[config.mk]
export PLATFORM = sky130hd
export DESIGN_NAME = mult_div_unit
export DESIGN_NICKNAME = d
export VERILOG_FILES = /design/src/rtl/mult_div_unit_pkg.sv /design/src/rtl/mult_div_unit_iter_step.sv /design/src/rtl/mult_div_unit.sv
export SDC_FILE = /design/constraint.sdc
export NUM_CORES = 1
export LEC_CHECK = 0
export ABC_CLOCK_PERIOD_IN_PS = 3100
export CAP_MARGIN = 10
export CELL_PAD_IN_SITES_DETAIL_PLACEMENT = 1
export CELL_PAD_IN_SITES_GLOBAL_PLACEMENT = 1
export CORE_MARGIN = 3
export CORE_UTILIZATION = 27
export DETAILED_ROUTE_END_ITERATION = 16
export PLACE_DENSITY_LB_ADDON = 0.1
export REMOVE_ABC_BUFFERS = 1
export SYNTH_ARGS = -nofsm -noshare
export SYNTH_HDL_FRONTEND = slang
export SYNTH_HIERARCHICAL = 1
export SYNTH_SLANG_ARGS = --single-unit
[constraint.sdc]
create_clock -name clk -period 3.1 [get_ports clk]
set_input_delay 0.465 -clock clk [delete_from_list [all_inputs] [get_ports clk]]
set_output_delay 0.465 -clock clk [all_outputs]
set_load 0.01 [all_outputs]
[src/rtl/mult_div_unit_pkg.sv]
// Shared constants for the multiply/divide unit: op encodings (4-bit field,
// separate from the ALU control space) and FSM state encodings.
package mult_div_unit_pkg;

   typedef enum logic [3:0] {
      mduNone  = 4'h0,
      mduMult  = 4'h1,
      mduMultU = 4'h2,
      mduDiv   = 4'h3,
      mduDivU  = 4'h4,
      mduMthi  = 4'h5,
      mduMtlo  = 4'h6,
      mduMadd  = 4'h7,
      mduMaddU = 4'h8,
      mduMsub  = 4'h9,
      mduMsubU = 4'hA
   } mdu_op_e;

   typedef enum logic [1:0] {
      ST_IDLE = 2'd0,
      ST_RUN  = 2'd1,
      ST_FIX  = 2'd2
   } mdu_state_e;

endpackage

[src/rtl/mult_div_unit_iter_step.sv]
// One combinational iteration of the multiply/divide datapath.
// Multiply: add multiplicand into the high half if the multiplier LSB is set,
// then shift {carry,hi,lo} right by one.
// Divide: shift {hi,lo} left by one, trial-subtract the divisor from hi and
// keep the difference when it does not borrow; the quotient bit enters lo.
module mdu_iter_step #(
   parameter int WIDTH = 32
) (
   input  logic             is_div_i,
   input  logic [WIDTH-1:0] hi_i,
   input  logic [WIDTH-1:0] lo_i,
   input  logic [WIDTH-1:0] m_i,
   output logic [WIDTH-1:0] hi_o,
   output logic [WIDTH-1:0] lo_o
);

   logic [WIDTH:0]   sum;
   logic [WIDTH:0]   shifted;
   logic [WIDTH-1:0] diff;
   logic             ge;

   // Single add-or-pass / trial-subtract step
   always_comb begin
      sum     = {1'b0, hi_i} + (lo_i[0] ? {1'b0, m_i} : '0);
      shifted = {hi_i, lo_i[WIDTH-1]};
      ge      = (shifted >= {1'b0, m_i});
      // Partial remainder stays below the divisor, so the difference fits in WIDTH bits.
      diff    = shifted[WIDTH-1:0] - m_i;
      if (is_div_i) begin
         hi_o = ge ? diff : shifted[WIDTH-1:0];
         lo_o = {lo_i[WIDTH-2:0], ge};
      end else begin
         hi_o = sum[WIDTH:1];
         lo_o = {sum[0], lo_i[WIDTH-1:1]};
      end
   end

endmodule

[src/rtl/mult_div_unit.sv]
// Iterative multiply/divide unit owning the HI/LO register pair.
// MULT/MULTU/DIV/DIVU run for LATENCY+1 busy cycles; MTHI/MTLO write directly.
// Optional macro MDU_MADD_EN adds MADD/MADDU/MSUB/MSUBU accumulate ops.
module mult_div_unit
   import mult_div_unit_pkg::*;
#(
   parameter int WIDTH           = 32,
   parameter int STEPS_PER_CYCLE = 1
) (
   input  logic             clk,
   input  logic             reset_n,
   input  logic             start,
   input  logic [3:0]       op,
   input  logic [WIDTH-1:0] A,
   input  logic [WIDTH-1:0] B,
   input  logic             flush,
   output logic             busy,
   output logic             done,
   output logic [WIDTH-1:0] hi,
   output logic [WIDTH-1:0] lo
);

   localparam int LATENCY = WIDTH / STEPS_PER_CYCLE;
   localparam int CW      = (LATENCY > 1) ? $clog2(LATENCY) : 1;

   mdu_state_e       state_q;
   logic [CW-1:0]    cnt_q;
   logic [WIDTH-1:0] ph_q, pl_q, m_q;
   logic             is_div_q, neg_q, neg_rem_q, div0_q;
   logic [WIDTH-1:0] hi_q, lo_q;
   logic             busy_q, done_q;
`ifdef MDU_MADD_EN
   logic             acc_q, sub_q;
`endif

   logic             is_mul_op, is_div_op, sgn_op, a_neg, b_neg;
   logic [WIDTH-1:0] a_abs, b_abs, quo, rem;
   logic [2*WIDTH-1:0] prod, prod_s, res_d;

   logic [WIDTH-1:0] hi_c [0:STEPS_PER_CYCLE];
   logic [WIDTH-1:0] lo_c [0:STEPS_PER_CYCLE];

   assign hi_c[0] = ph_q;
   assign lo_c[0] = pl_q;

   for (genvar g = 0; g < STEPS_PER_CYCLE; g++) begin : g_step
      mdu_iter_step #(.WIDTH(WIDTH)) u_step (
         .is_div_i (is_div_q),
         .hi_i     (hi_c[g]),
         .lo_i     (lo_c[g]),
         .m_i      (m_q),
         .hi_o     (hi_c[g+1]),
         .lo_o     (lo_c[g+1])
      );
   end

   // Start decode, operand magnitudes and final sign-corrected result
   always_comb begin
      is_div_op = (op == mduDiv) || (op == mduDivU);
      is_mul_op = (op == mduMult) || (op == mduMultU)
`ifdef MDU_MADD_EN
                  || (op == mduMadd) || (op == mduMaddU)
                  || (op == mduMsub) || (op == mduMsubU)
`endif
                  ;
      sgn_op    = (op == mduMult) || (op == mduDiv)
`ifdef MDU_MADD_EN
                  || (op == mduMadd) || (op == mduMsub)
`endif
                  ;
      a_neg     = sgn_op & A[WIDTH-1];
      b_neg     = sgn_op & B[WIDTH-1];
      a_abs     = a_neg ? ('0 - A) : A;
      b_abs     = b_neg ? ('0 - B) : B;

      prod      = {ph_q, pl_q};
      prod_s    = neg_q ? ('0 - prod) : prod;
      quo       = div0_q ? '1 : (neg_q ? ('0 - pl_q) : pl_q);
      rem       = neg_rem_q ? ('0 - ph_q) : ph_q;
      res_d     = is_div_q ? {rem, quo} : prod_s;
`ifdef MDU_MADD_EN
      if (acc_q) begin
         res_d = sub_q ? ({hi_q, lo_q} - prod_s) : ({hi_q, lo_q} + prod_s);
      end
`endif
   end

   // Control FSM, iteration registers and HI/LO with registered status outputs
   always_ff @(posedge clk) begin
      if (!reset_n) begin
         state_q   <= ST_IDLE;
         cnt_q     <= '0;
         ph_q      <= '0;
         pl_q      <= '0;
         m_q       <= '0;
         is_div_q  <= 1'b0;
         neg_q     <= 1'b0;
         neg_rem_q <= 1'b0;
         div0_q    <= 1'b0;
         hi_q      <= '0;
         lo_q      <= '0;
         busy_q    <= 1'b0;
         done_q    <= 1'b0;
`ifdef MDU_MADD_EN
         acc_q     <= 1'b0;
         sub_q     <= 1'b0;
`endif
      end else begin
         done_q <= 1'b0;
         case (state_q)
            ST_IDLE: begin
               if (start && !flush) begin
                  if (is_mul_op || is_div_op) begin
                     state_q   <= ST_RUN;
                     busy_q    <= 1'b1;
                     cnt_q     <= CW'(LATENCY - 1);
                     ph_q      <= '0;
                     pl_q      <= is_div_op ? a_abs : b_abs;
                     m_q       <= is_div_op ? b_abs : a_abs;
                     is_div_q  <= is_div_op;
                     neg_q     <= a_neg ^ b_neg;
                     neg_rem_q <= a_neg;
                     div0_q    <= is_div_op && (B == '0);
`ifdef MDU_MADD_EN
                     acc_q     <= (op == mduMadd) || (op == mduMaddU) ||
                                  (op == mduMsub) || (op == mduMsubU);
                     sub_q     <= (op == mduMsub) || (op == mduMsubU);
`endif
                  end else if (op == mduMthi) begin
                     hi_q <= A;
                  end else if (op == mduMtlo) begin
                     lo_q <= A;
                  end
               end
            end
            ST_RUN: begin
               if (flush) begin
                  state_q <= ST_IDLE;
                  busy_q  <= 1'b0;
               end else begin
                  ph_q <= hi_c[STEPS_PER_CYCLE];
                  pl_q <= lo_c[STEPS_PER_CYCLE];
                  if (cnt_q == '0) begin
                     state_q <= ST_FIX;
                  end else begin
                     cnt_q <= cnt_q - 1'b1;
                  end
               end
            end
            ST_FIX: begin
               state_q <= ST_IDLE;
               busy_q  <= 1'b0;
               if (!flush) begin
                  {hi_q, lo_q} <= res_d;
                  done_q       <= 1'b1;
               end
            end
            default: begin
               state_q <= ST_IDLE;
               busy_q  <= 1'b0;
            end
         endcase
      end
   end

   assign busy = busy_q;
   assign done = done_q;
   assign hi   = hi_q;
   assign lo   = lo_q;

endmodule

; After elaboration in Yosys (flattened, before gate mapping)
; Cells that the tools add are included.
[word_totals]
ff_bits = 173
output_inout_bits = 66
[classes]
add_sub_neg = 8
order_cmp = 1
n_eq_ne = 19
n_mux = 47
bitwise = 3
reduce_logical = 20
[ops]
columns = op, count
row1 = 32-bit 2-to-1 mux, 26
row2 = 32-bit one-hot mux with 2 select lines, 4
row3 = 64-bit 2-to-1 mux, 2
row4 = "1-bit by 32-bit subtractor with 32-bit output, first input constant", 4
row5 = "1-bit by 64-bit subtractor with 64-bit output, first input constant", 1
row6 = 32-bit by 33-bit adder with 33-bit output, 1
row7 = 33-bit by 32-bit >= comparator with 1-bit output, 1
row8 = 32-bit logical NOT, 1
row9 = 32-bit subtractor, 1
row10 = 5-bit 2-to-1 mux, 4
row11 = "2-bit != test, second input constant", 10
row12 = "4-bit by 3-bit equality test with 1-bit output, second input constant", 3
row13 = 5-bit one-hot mux with 2 select lines, 1
row14 = 5-bit AND reduction, 2
row15 = 3-bit AND reduction, 3
row16 = "4-bit by 2-bit equality test with 1-bit output, second input constant", 2
row17 = 2-bit 2-to-1 mux, 4
row18 = 6-bit AND reduction, 1
row19 = 5-bit logical NOT, 1
row20 = "5-bit by 1-bit subtractor with 5-bit output, second input constant", 1
row21 = "4-bit by 1-bit equality test with 1-bit output, second input constant", 1
row22 = 1-bit logical OR, 4
row23 = 1-bit 2-to-1 mux, 4
row24 = 2-bit one-hot mux with 2 select lines, 1
row25 = other kinds (12), 15

; Longest topological paths before layout
; Gate-level depths: netlist (run 1).
[depth]
word_depth = 8
depth_mapped = 16
ltp_nobuf = 15

; Cells and area by module
; Netlist (run 1), hierarchy kept.
[by_module_without_submodules]
columns = module, instances, cells_each, area_per_inst_um2, seq_area_each_um2
row1 = mult_div_unit, 1, 1464, 11048.1, 3463.3
row2 = mdu_iter_step, 1, 701, 4728.3, 0.0

; Worst setup path before layout (run 1)
; OpenSTA, ideal clock, no wires.
[synth_path]
path_type = register to register
start = register pl_q[0]
end = register ph_q[29]
arrival_ns = 2.881
t_required_ns = 2.968
setup_slack_ns = 0.087
stages_incl_launch_ff = 16
path_buffers = 1
path_cell_list = dfxtp_1 clkbuf_1 and2_1 ha_1 fa_1 a21oi_1 o211ai_1 a31oi_1 nor3_1 o211ai_1 nor3_1 a211oi_1 xor2_1 mux2i_1 nand3_1 a21oi_1
[synth_lines]
columns = item, line
row1 = "start, declared", mult_div_unit.sv:28  ; logic [WIDTH-1:0] ph_q, pl_q, m_q;
row2 = "start signal, assigned", mult_div_unit.sv:118  ; pl_q <= is_div_op ? a_abs : b_abs;
row3 = "start signal, assigned", mult_div_unit.sv:142  ; pl_q <= lo_c[STEPS_PER_CYCLE];
row4 = "end signal, assigned", mult_div_unit.sv:141  ; ph_q <= hi_c[STEPS_PER_CYCLE];
row5 = "end, declared", mult_div_unit.sv:28

==> impl_metrics.py, run 1 <==
metrics = {
    "status": {
        "status": "finished with violations",
        "failed_checks": "negative setup slack",
    },
    "sta": {
        "slew_violations": 0,
        "period_share": 1.03,
        "slew_headroom": 0.127,
        "min_period_ps": 3190,
        "hold_ws_ps": 458,
        "fin_ws_ps": -85.6,
        "skew_ps": 14.5,
        "final-setup-viol-count": 12,
        "tightest_slew_ps": 1310,
        "hold_violations": 0,
        "max_clock_freq_mhz": 314,
        "rsz0062_at_grt": "true",
    },
    "logic_synthesis": {
        "ys_ff_latch": 173,
        "netlist_top_cells_count": "nand2_1, a21oi_1, dfxtp_1, nor2_1, clkbuf_1",
        "postSynthCellCount": 2165,
        "netlist_top_cells_area": "dfxtp_1, a21oi_1, nand2_1",
        "yosys_most_used_dff": "dfxtp_1",
        "syn_area_mm2": 0.0158,
        "post-synth-top-count-cell": "nand2_1",
        "synth.distinct_cells": 93,
        "synth_edf_count": 0,
        "synth_top_area_share": 0.220,
        "yosys_warnings": 6,
        "avgSynthCellArea_um2": 7.29,
        "seq_area_frac_synth": 0.220,
        "synth_top_area_cell": "dfxtp_1",
        "async_flop_share": 0,
    },
    "cts": {
        "hold_buffers": 0,
        "cts_made_buffers": 17,
        "cts_root_buf": "clkbuf_16",
        "cts_sinks": 173,
        "clockBufferDepth": 2,
        "cts_tree": "built",
        "htreeDepth": 4,
        "cts.reportedPaths.clkPinSlew_ps": 80,
        "insertion_delay_ps": 510,
    },
    "worst_hold_path": {
        "min_path_type": "flop to flop",
        "worstHoldStart": "lo[25]",
    },
    "critical_path": {
        "r2r_cells": 17,
        "crit_type": "flop to flop",
        "arrival_ps": 3560,
        "r2r_setup_slack_ps": -90,
        "crit_start": "m_q[0]",
        "rr_endpoint": "ph_q[16]",
        "critPathCapture": "ph_q[16]",
        "critPathLaunchType": "flop",
        "cp-end-kind": "flop",
        "crit_required_ps": 3470,
        "path_max_fanout": 6,
        "r2r-start": "m_q[0]",
    },
    "global_routing": {
        "grt_usage": 0.274,
        "grt_max_degree": 102,
        "grt_pass1_wl_mm": 125,
        "antenna_found_initial": 6,
        "grt_pass1_vias": 18800,
        "grt_overflow_total": 0,
    },
    "cells_and_area": {
        "nNetsFinal": 2670,
        "stdcell_count": 3296,
        "syn2layout_area_growth_pct": 35.6,
        "final_layout_size_suffix_gt1_frac": 0.216,
    },
    "place": {
        "dpl.hpwl_mm": 68.5,
        "gp_congestion": 0.914,
        "io_buffers": 137,
        "dp_slack_ps": -396,
        "dp_cells": 3246,
    },
    "floorplanning": {
        "ios": 138,
        "die_area_mm2": 0.0614,
        "initial_utilization": 0.276,
        "dieWidth_um": 248,
        "die_y_um": 248,
        "placementRows": 87,
        "core_area_mm2": 0.0571,
    },
    "route": {
        "via_per_inst": 5.68,
        "drc": 0,
        "routedWlPerCell_um": 25.9,
        "drt_iter0_markers": 1564,
        "vias": 18700,
        "ant_nets": 0,
        "firstDrtPassIters": 5,
        "wirelength_mm": 85.3,
    },
    "run": {
        "max_cap_violations": 0,
    },
    "power_and_ir_drop": {
        "peakVddDrop_mv": 0.477,
        "power.density_mw_per_mm2": 319,
        "leakage_uw": 0.00863,
        "total_power_uw": 6820,
    },
}
[state kept, by name, indices dropped and copies added (netlist names)]
signal	count
busy	1
cnt_q	5
div0_q	1
done	1
hi	32
is_div_q	1
lo	32
m_q	32
neg_q	1
neg_rem_q	1
ph_q	32
pl_q	32
state_q	2
[final cells by class]
class	instances	area [µm²]
sequential	173	3480
clock inverter	14	145
inverter	70	264
fill	6997	35700
timing repair buffer	501	4240
clock buffer	18	439
tap	756	946
antenna	1	2.50
multi-input combinational	1763	11900
[critical path: stages (launching register included)]
cell and delay (ps):
dfxtp_2 340, buf_6 120, ha_4 160, buf_4 130, nor2b_2 120, o31a_1 210
o31ai_2 80, buf_4 170, a2111oi_4 480, nor2_4 70, o31ai_4 240, buf_12 180
buf_4 120, mux2_1 310, nand2_1 70, o21ai_1 80, nand3_1 110, a21oi_1 70
[repair_timing]
action / in CTS / in global routing
endpoints found under the setup margin: 41 / 39
setup buffers: 11 / 6
pin swaps: 30 / 27
cloned: 1 / 0
resized for setup: 55 / 40
[logic make-up after synthesis]
kind of cell | Yosys count | synth area share
xor gates and xnor gates | 162 | 0.0899
muxes | 57 | 0.0389
and+or+nand+nor | 784 | 0.248
AOI/OAI and AO/OA | 688 | 0.288
buffers and inverters | 229 | 0.0584
adders and majority gates | 72 | 0.0581
DFF | 173 | 0.220
[per-stage QoR]
step,instance area (µm²),TNS [ps],utilization
after detailed placement,20200,-8980,0.353
final,21400,-413,0.374
after floorplan,15100,-97280,-
after CTS,21100,-478,0.370
after global placement,20200,-7030,0.353
after global routing,21400,-3950,0.374
[worst min-delay path by stage]
| stage | depth (start not counted) | to | slack, ps |
|---|---|---|---|
| 3_3_place_gp | 2 | lo[19] | 440 |
| 5_1_grt | 3 | hi[29] | 460 |
| 6_report | 2 | lo[25] | 460 |
| 2_1_floorplan | 2 | m_q[1] | 440 |
| 4_1_cts | 3 | hi[27] | 420 |
| 3_5_place_dp | 2 | lo[25] | 450 |
[power breakdown]
group | leakage [µW] | switching, µW | internal, µW | total (µW)
Sequential | 0.00140 | 46.2 | 2260 | 2310
Combinational | 0.00694 | 1230 | 956 | 2180
Clock | 0.000284 | 1170 | 1160 | 2330
Total | 0.00863 | 2440 | 4380 | 6820
[metal layers]
layer | GRT usage | vias to the layer above | routed length [µm]
met1 | 0.366 | 9329 | 38400
met2 | 0.430 | 518 | 38600
li1 | - | 8739 | -
met4 | 0.114 | 4 | 3500
met5 | 0 | - | 23
met3 | 0.0533 | 126 | 4680
[layout by cell type, fill, tap and decap left out, types with 30 or more instances in the layout]
cell type / synthesis / layout
a21o_1: 33 / 33
nor4_1: 32 / 31
and2_1: 38 / 36
buf_4: 4 / 351
nand3_1: 100 / 99
nor3_1: 59 / 54
inv_1: 69 / 65
xnor2_1: 86 / 84
xor2_1: 76 / 75
o211ai_1: 37 / 37
or3_1: 41 / 40
dfxtp_1: 173 / 164
ha_1: 70 / 62
a21oi_1: 205 / 192
nand4_1: 32 / 32
o31ai_1: 35 / 33
clkdlybuf4s50_1: 0 / 136
a31oi_1: 46 / 44
nor2_1: 138 / 133
o21ai_0: 112 / 106
nand2_1: 237 / 235
mux2_2: 30 / 30
(Power assumes the default switching activity.)
==> run 2: changes to the inputs <==
- ABC_AREA: default -> 1
- SLEW_MARGIN: default -> 20
==> impl_metrics.py, run 2 <==
metrics = {
    "place": {
        "dpl.hpwl_mm": 90.2,
        "io_buffers": 137,
        "dp_slack_ps": -75.8,
        "placed_area_mm2": 0.0215,
        "gp_congestion": 0.969,
    },
    "sta": {
        "tightest_slew_ps": 825,
        "max_clock_freq_mhz": 334,
        "period_share": 0.965,
        "hold_violations": 0,
        "rsz0062_at_grt": "false",
        "fin_ws_ps": 109,
        "hold_ws_ps": 440,
        "final-setup-viol-count": 0,
        "min_period_ps": 2990,
        "skew_ps": 22.1,
        "slew_headroom": 0.450,
        "slew_violations": 0,
    },
    "critical_path": {
        "rr_endpoint": "ph_q[31]",
        "r2r_setup_slack_ps": 110,
        "critPathLaunchType": "flop",
        "crit_type": "flop to flop",
        "crit_start": "m_q[2]",
        "critPathCapture": "ph_q[31]",
        "crit_family": "simple AND/OR/NAND/NOR gates",
        "r2r-start": "m_q[2]",
        "arrival_ps": 3420,
        "path_depth": 17,
        "crit_required_ps": 3530,
        "cpMaxStageDelayCell": "dfxtp_1",
        "crit_path_cell_trace": "inv_1, ha_1, nand2_1, nor2_1, nand3_1, nor2_1, nand2_1, nand2_2, nor2_4, buf_4, nand3_1, nand2_1, inv_1, nand2_1, nand2_1, a21oi_1, a211oi_2",
        "critical_path_buf_inv_count": 3,
        "path_max_fanout": 31,
        "cpPeakStageDelay_ps": 480,
        "r2r_cells": 17,
        "cpMostUsedCell": "nand2_1",
        "cp-end-kind": "flop",
    },
    "floorplanning": {
        "die_area_mm2": 0.0716,
        "initial_utilization": 0.274,
        "core_area_mm2": 0.0675,
        "dieWidth_um": 268,
        "ios": 138,
        "die_y_um": 268,
        "placementRows": 95,
    },
    "cts": {
        "cts.reportedPaths.clkPinSlew_ps": 90,
        "cts_tree": "built",
        "hold_buffers": 0,
        "insertion_delay_ps": 520,
        "cts_made_buffers": 17,
        "clockBufferDepth": 2,
        "htreeDepth": 4,
        "cts_root_buf": "clkbuf_16",
        "postCtsSetupBuffers": 0,
        "cts_sinks": 173,
    },
    "logic_synthesis": {
        "synth_edf_count": 0,
        "synth_top_area_share": 0.213,
        "avgSynthCellArea_um2": 5.48,
        "yosys_warnings": 6,
        "synth.distinct_cells": 46,
        "async_flop_share": 0,
        "netlist_top_cells_count": "nand2_1, inv_1, nor2_1, nand3_1, a21oi_1",
        "ys_ff_latch": 173,
        "synth_top_area_cell": "nand2_1",
        "post-synth-top-count-cell": "nand2_1",
        "seq_area_frac_synth": 0.187,
        "netlist_top_cells_area": "nand2_1, dfxtp_1, nand3_1",
        "postSynthCellCount": 3373,
        "syn_area_mm2": 0.0185,
        "yosys_most_used_dff": "dfxtp_1",
    },
    "power_and_ir_drop": {
        "seq_power_share": 0.290,
        "p_sw_uw": 3820,
        "p_comb_frac": 0.421,
        "peakVddDrop_mv": 0.365,
        "internal-power_uw": 4460,
        "power.density_mw_per_mm2": 375,
        "switching_share": 0.461,
        "clkPwrFrac": 0.289,
        "leakage_uw": 0.0111,
    },
    "status": {
        "status": "completed",
    },
    "global_routing": {
        "grt_max_degree": 92,
        "grt_pass1_wl_mm": 156,
        "grt_pass1_vias": 23900,
        "grt_usage": 0.298,
        "antenna_found_initial": 0,
        "grt_overflow_total": 0,
    },
    "cells_and_area": {
        "nNetsFinal": 3688,
        "seqCellArea_mm2": 0.00347,
        "fin_area_mm2": 0.0221,
        "multiInputGateArea_mm2": 0.0128,
        "syn2layout_area_growth_pct": 19.6,
        "nFillCells": 9130,
        "fin_util": 0.327,
        "antenna_cells": 0,
        "final_layout_size_suffix_gt1_frac": 0.0751,
        "layout_common_cells": "nand2_1, inv_1, nor2_1",
        "final_common_cell": "nand2_1",
    },
    "route": {
        "wirelength_mm": 108,
        "drc": 0,
        "firstDrtPassIters": 6,
        "ant_nets": 0,
        "via_per_inst": 5.28,
        "vias": 23400,
        "drt_iter0_markers": 1737,
        "routedWlPerCell_um": 24.4,
    },
    "run": {
        "max_cap_violations": 0,
    },
    "worst_hold_path": {
        "min_path_type": "input port to flop",
    },
}
## run 2: cells by family (layout without fill, tap and decap cells)
group / Yosys count / in the layout / synth area share
simple gates: 1902 / 1902 / 0.431
compound gates: 601 / 601 / 0.183
fa+ha+maj: 72 / 72 / 0.0495
flops: 173 / 173 / 0.187
xor+xnor: 55 / 55 / 0.0261
buf+inv: 570 / 754 / 0.123
## run 2: layer usage
metal | share of wire | track usage | routed length [µm] | vias to the layer above
met5 | 0 | 0 | 0 | -
met4 | 0.056 | 0.153 | 6080 | 0
met3 | 0.048 | 0.0404 | 5240 | 167
met2 | 0.46 | 0.498 | 50100 | 636
met1 | 0.43 | 0.373 | 46600 | 11400
li1 | - | - | - | 11200
## run 2: timing repair
item,4_1_cts,5_1_grt
endpoints found under the setup margin,0,3
endpoints found under the hold margin,0,0
gates resized for setup,0,2
## run 2: worst reg2reg max path, stage by stage, from the launching register on
cell and delay [ps]:
dfxtp_1 480, inv_1 90, ha_1 430, nand2_1 130
nor2_1 350, nand3_1 130, nor2_1 130, nand2_1 70
nand2_2 70, nor2_4 50, buf_4 260, nand3_1 130
nand2_1 50, inv_1 80, nand2_1 130, nand2_1 90
a21oi_1 70, a211oi_2 170
## run 2: how the worst min path moves through the flow
stage | start | to | slack, ps | cells after the start
after floorplan | cnt_q[4] | cnt_q[4] | 440 | 2
after global placement | cnt_q[4] | cnt_q[4] | 450 | 2
after detailed placement | busy | busy | 460 | 2
after CTS | reset_n | hi[0] | 410 | 3
after global routing | reset_n | hi[0] | 460 | 3
final | reset_n | hi[0] | 440 | 3
## run 2: area by class of cell
class	instances	area share
inverters	443	0.0753
clock inverters	15	0.00764
repair buffers	279	0.114
flip-flops and latches	173	0.157
multi-input cells	2630	0.577
clock buffers	17	0.0192
well taps	873	0.0494
## run 2: power by group through the flow
stage                     combinational [µW]  sequential, µW  clock, µW
after floorplan                         1990            2430          0
after global placement                  3420            2450          0
after detailed placement                3440            2450          0
after CTS                               3460            2400       2460
after global routing                    3820            2410       2520
final                                   3490            2400       2400
## run 2: per-stage QoR
step / instances / total power (µW) / setup TNS, ps
2_1_floorplan: 3246 / 4420 / -148940
3_3_place_gp: 4398 / 5870 / -50.3
3_5_place_dp: 4398 / 5890 / -75.8
4_1_cts: 4430 / 8330 / 0
5_1_grt: 4430 / 8750 / 0
6_report: 4430 / 8290 / 0
==> run 3: changes to the inputs <==
- RECOVER_POWER: default -> 25
==> impl_metrics.py, run 3 (synthesized netlist as in run 2, its figures left out) <==
metrics = {
    "floorplanning": {
        "die_area_mm2": 0.0716,
        "ios": 138,
        "placementRows": 95,
        "dieWidth_um": 268,
        "die_y_um": 268,
        "core_area_mm2": 0.0675,
        "initial_utilization": 0.274,
    },
    "status": {
        "status": "completed",
    },
    "route": {
        "vias": 23400,
        "firstDrtPassIters": 6,
        "drt_iter0_markers": 1741,
        "via_per_inst": 5.28,
        "ant_nets": 0,
        "drc": 0,
        "wirelength_mm": 108,
        "routedWlPerCell_um": 24.4,
    },
    "worst_hold_path": {
        "hold-path-endpoint": "hi[0]",
        "worstHoldStart": "reset_n",
        "min_path_type": "input port to flop",
        "hold_depth": 3,
    },
    "sta": {
        "period_share": 0.965,
        "hold_ws_ps": 440,
        "hold_violations": 0,
        "slew_violations": 0,
        "max_clock_freq_mhz": 334,
        "tightest_slew_ps": 824,
        "final-setup-viol-count": 0,
        "rsz0062_at_grt": "false",
        "skew_ps": 21.8,
        "slew_headroom": 0.450,
        "min_period_ps": 2990,
    },
    "run": {
        "max_cap_violations": 0,
    },
    "critical_path": {
        "rr_endpoint": "ph_q[31]",
        "r2r_setup_slack_ps": 110,
        "cp-end-kind": "flop",
        "r2r-start": "m_q[2]",
        "r2r_cells": 17,
        "path_max_fanout": 31,
        "critPathLaunchType": "flop",
        "crit_type": "flop to flop",
        "crit_required_ps": 3530,
        "arrival_ps": 3420,
    },
    "cells_and_area": {
        "nNetsFinal": 3688,
        "antenna_cells": 0,
        "fin_area_mm2": 0.0221,
        "layout_common_cells": "nand2_1, inv_1, nor2_1",
        "final_common_cell": "nand2_1",
        "final_layout_size_suffix_gt1_frac": 0.0739,
        "syn2layout_area_growth_pct": 19.5,
    },
    "cts": {
        "clockBufferDepth": 2,
        "htreeDepth": 4,
        "cts_sinks": 173,
        "postCtsSetupBuffers": 0,
        "insertion_delay_ps": 520,
        "cts.reportedPaths.clkPinSlew_ps": 90,
        "cts_root_buf": "clkbuf_16",
        "cts_tree": "built",
        "cts_made_buffers": 17,
    },
    "global_routing": {
        "grt_overflow_total": 0,
        "grt_max_degree": 92,
        "antenna_found_initial": 0,
        "grt_pass1_vias": 23900,
        "grt_usage": 0.298,
        "grt_pass1_wl_mm": 156,
    },
    "place": {
        "dpl.hpwl_mm": 90.2,
        "gp_congestion": 0.969,
        "io_buffers": 137,
        "placed_area_mm2": 0.0215,
    },
    "power_and_ir_drop": {
        "leakage_uw": 0.0113,
        "peakVddDrop_mv": 0.365,
        "power.density_mw_per_mm2": 375,
    },
}
==> run 3: how the worst max path moves through the flow <==
stage | startpoint | end | slack [ps] | cells past startpoint
after floorplan | state_q[1] | lo[14] | -2300 | 9
after global placement | A[1] | m_q[28] | -50 | 11
after detailed placement | A[1] | m_q[28] | -80 | 11
after CTS | pl_q[0] | ph_q[31] | 170 | 18
after global routing | m_q[2] | ph_q[31] | 0.009 | 17
final | m_q[2] | ph_q[31] | 110 | 17
==> run 3: layout make-up <==
class	count	area (µm²)
multi-input combinational	2630	12700
fill	9133	45400
inverter	443	1660
tap	873	1090
clock buffer	17	425
timing repair buffer	279	2520
sequential	173	3470
clock inverter	15	169
==> run 3: worst max-delay path, stage by stage (launching register included) <==
cell,delay (ps)
dfxtp_1,480
inv_1,80
ha_1,430
nand2_1,130
nor2_1,350
nand3_1,130
nor2_1,130
nand2_1,70
nand2_2,70
nor2_4,50
buf_4,260
nand3_1,130
nand2_1,50
inv_1,80
nand2_1,130
nand2_1,90
a21oi_1,70
a211oi_2,170
==> run 3: timing repair <==
action | in CTS | in global routing
gates resized for setup | 0 | 2
setup endpoints to repair | 0 | 3
hold buffers | 0 | 0
==> run 3: metal layers <==
layer	up-vias	GRT usage	share of wire
met1	11400	0.373	0.43
met4	0	0.153	0.056
met5	-	0	0
met2	639	0.498	0.46
li1	11200	-	-
met3	167	0.0404	0.049
==> run 3: metrics by stage <==
| step | setup WS [ps] | setup TNS (ps) | std cells | total power, µW | util |
|---|---|---|---|---|---|
| final | 108 | 0 | 4430 | 8280 | 0.327 |
| after global routing | 0.00933 | 0 | 4430 | 8740 | 0.327 |
| after CTS | 169 | 0 | 4430 | 8330 | 0.327 |
| after detailed placement | -75.8 | -75.8 | 4398 | 5890 | 0.318 |
| after global placement | -50.3 | -50.3 | 4398 | 5870 | 0.318 |
| after floorplan | -2300 | -148940 | 3246 | 4420 | - |
==> run 3: power by group <==
part / internal [µW] / total [µW] / switching [µW]
Clock: 1090 / 2400 / 1310
Combinational: 1080 / 3480 / 2400
Sequential: 2290 / 2400 / 106
Total: 4460 / 8280 / 3820
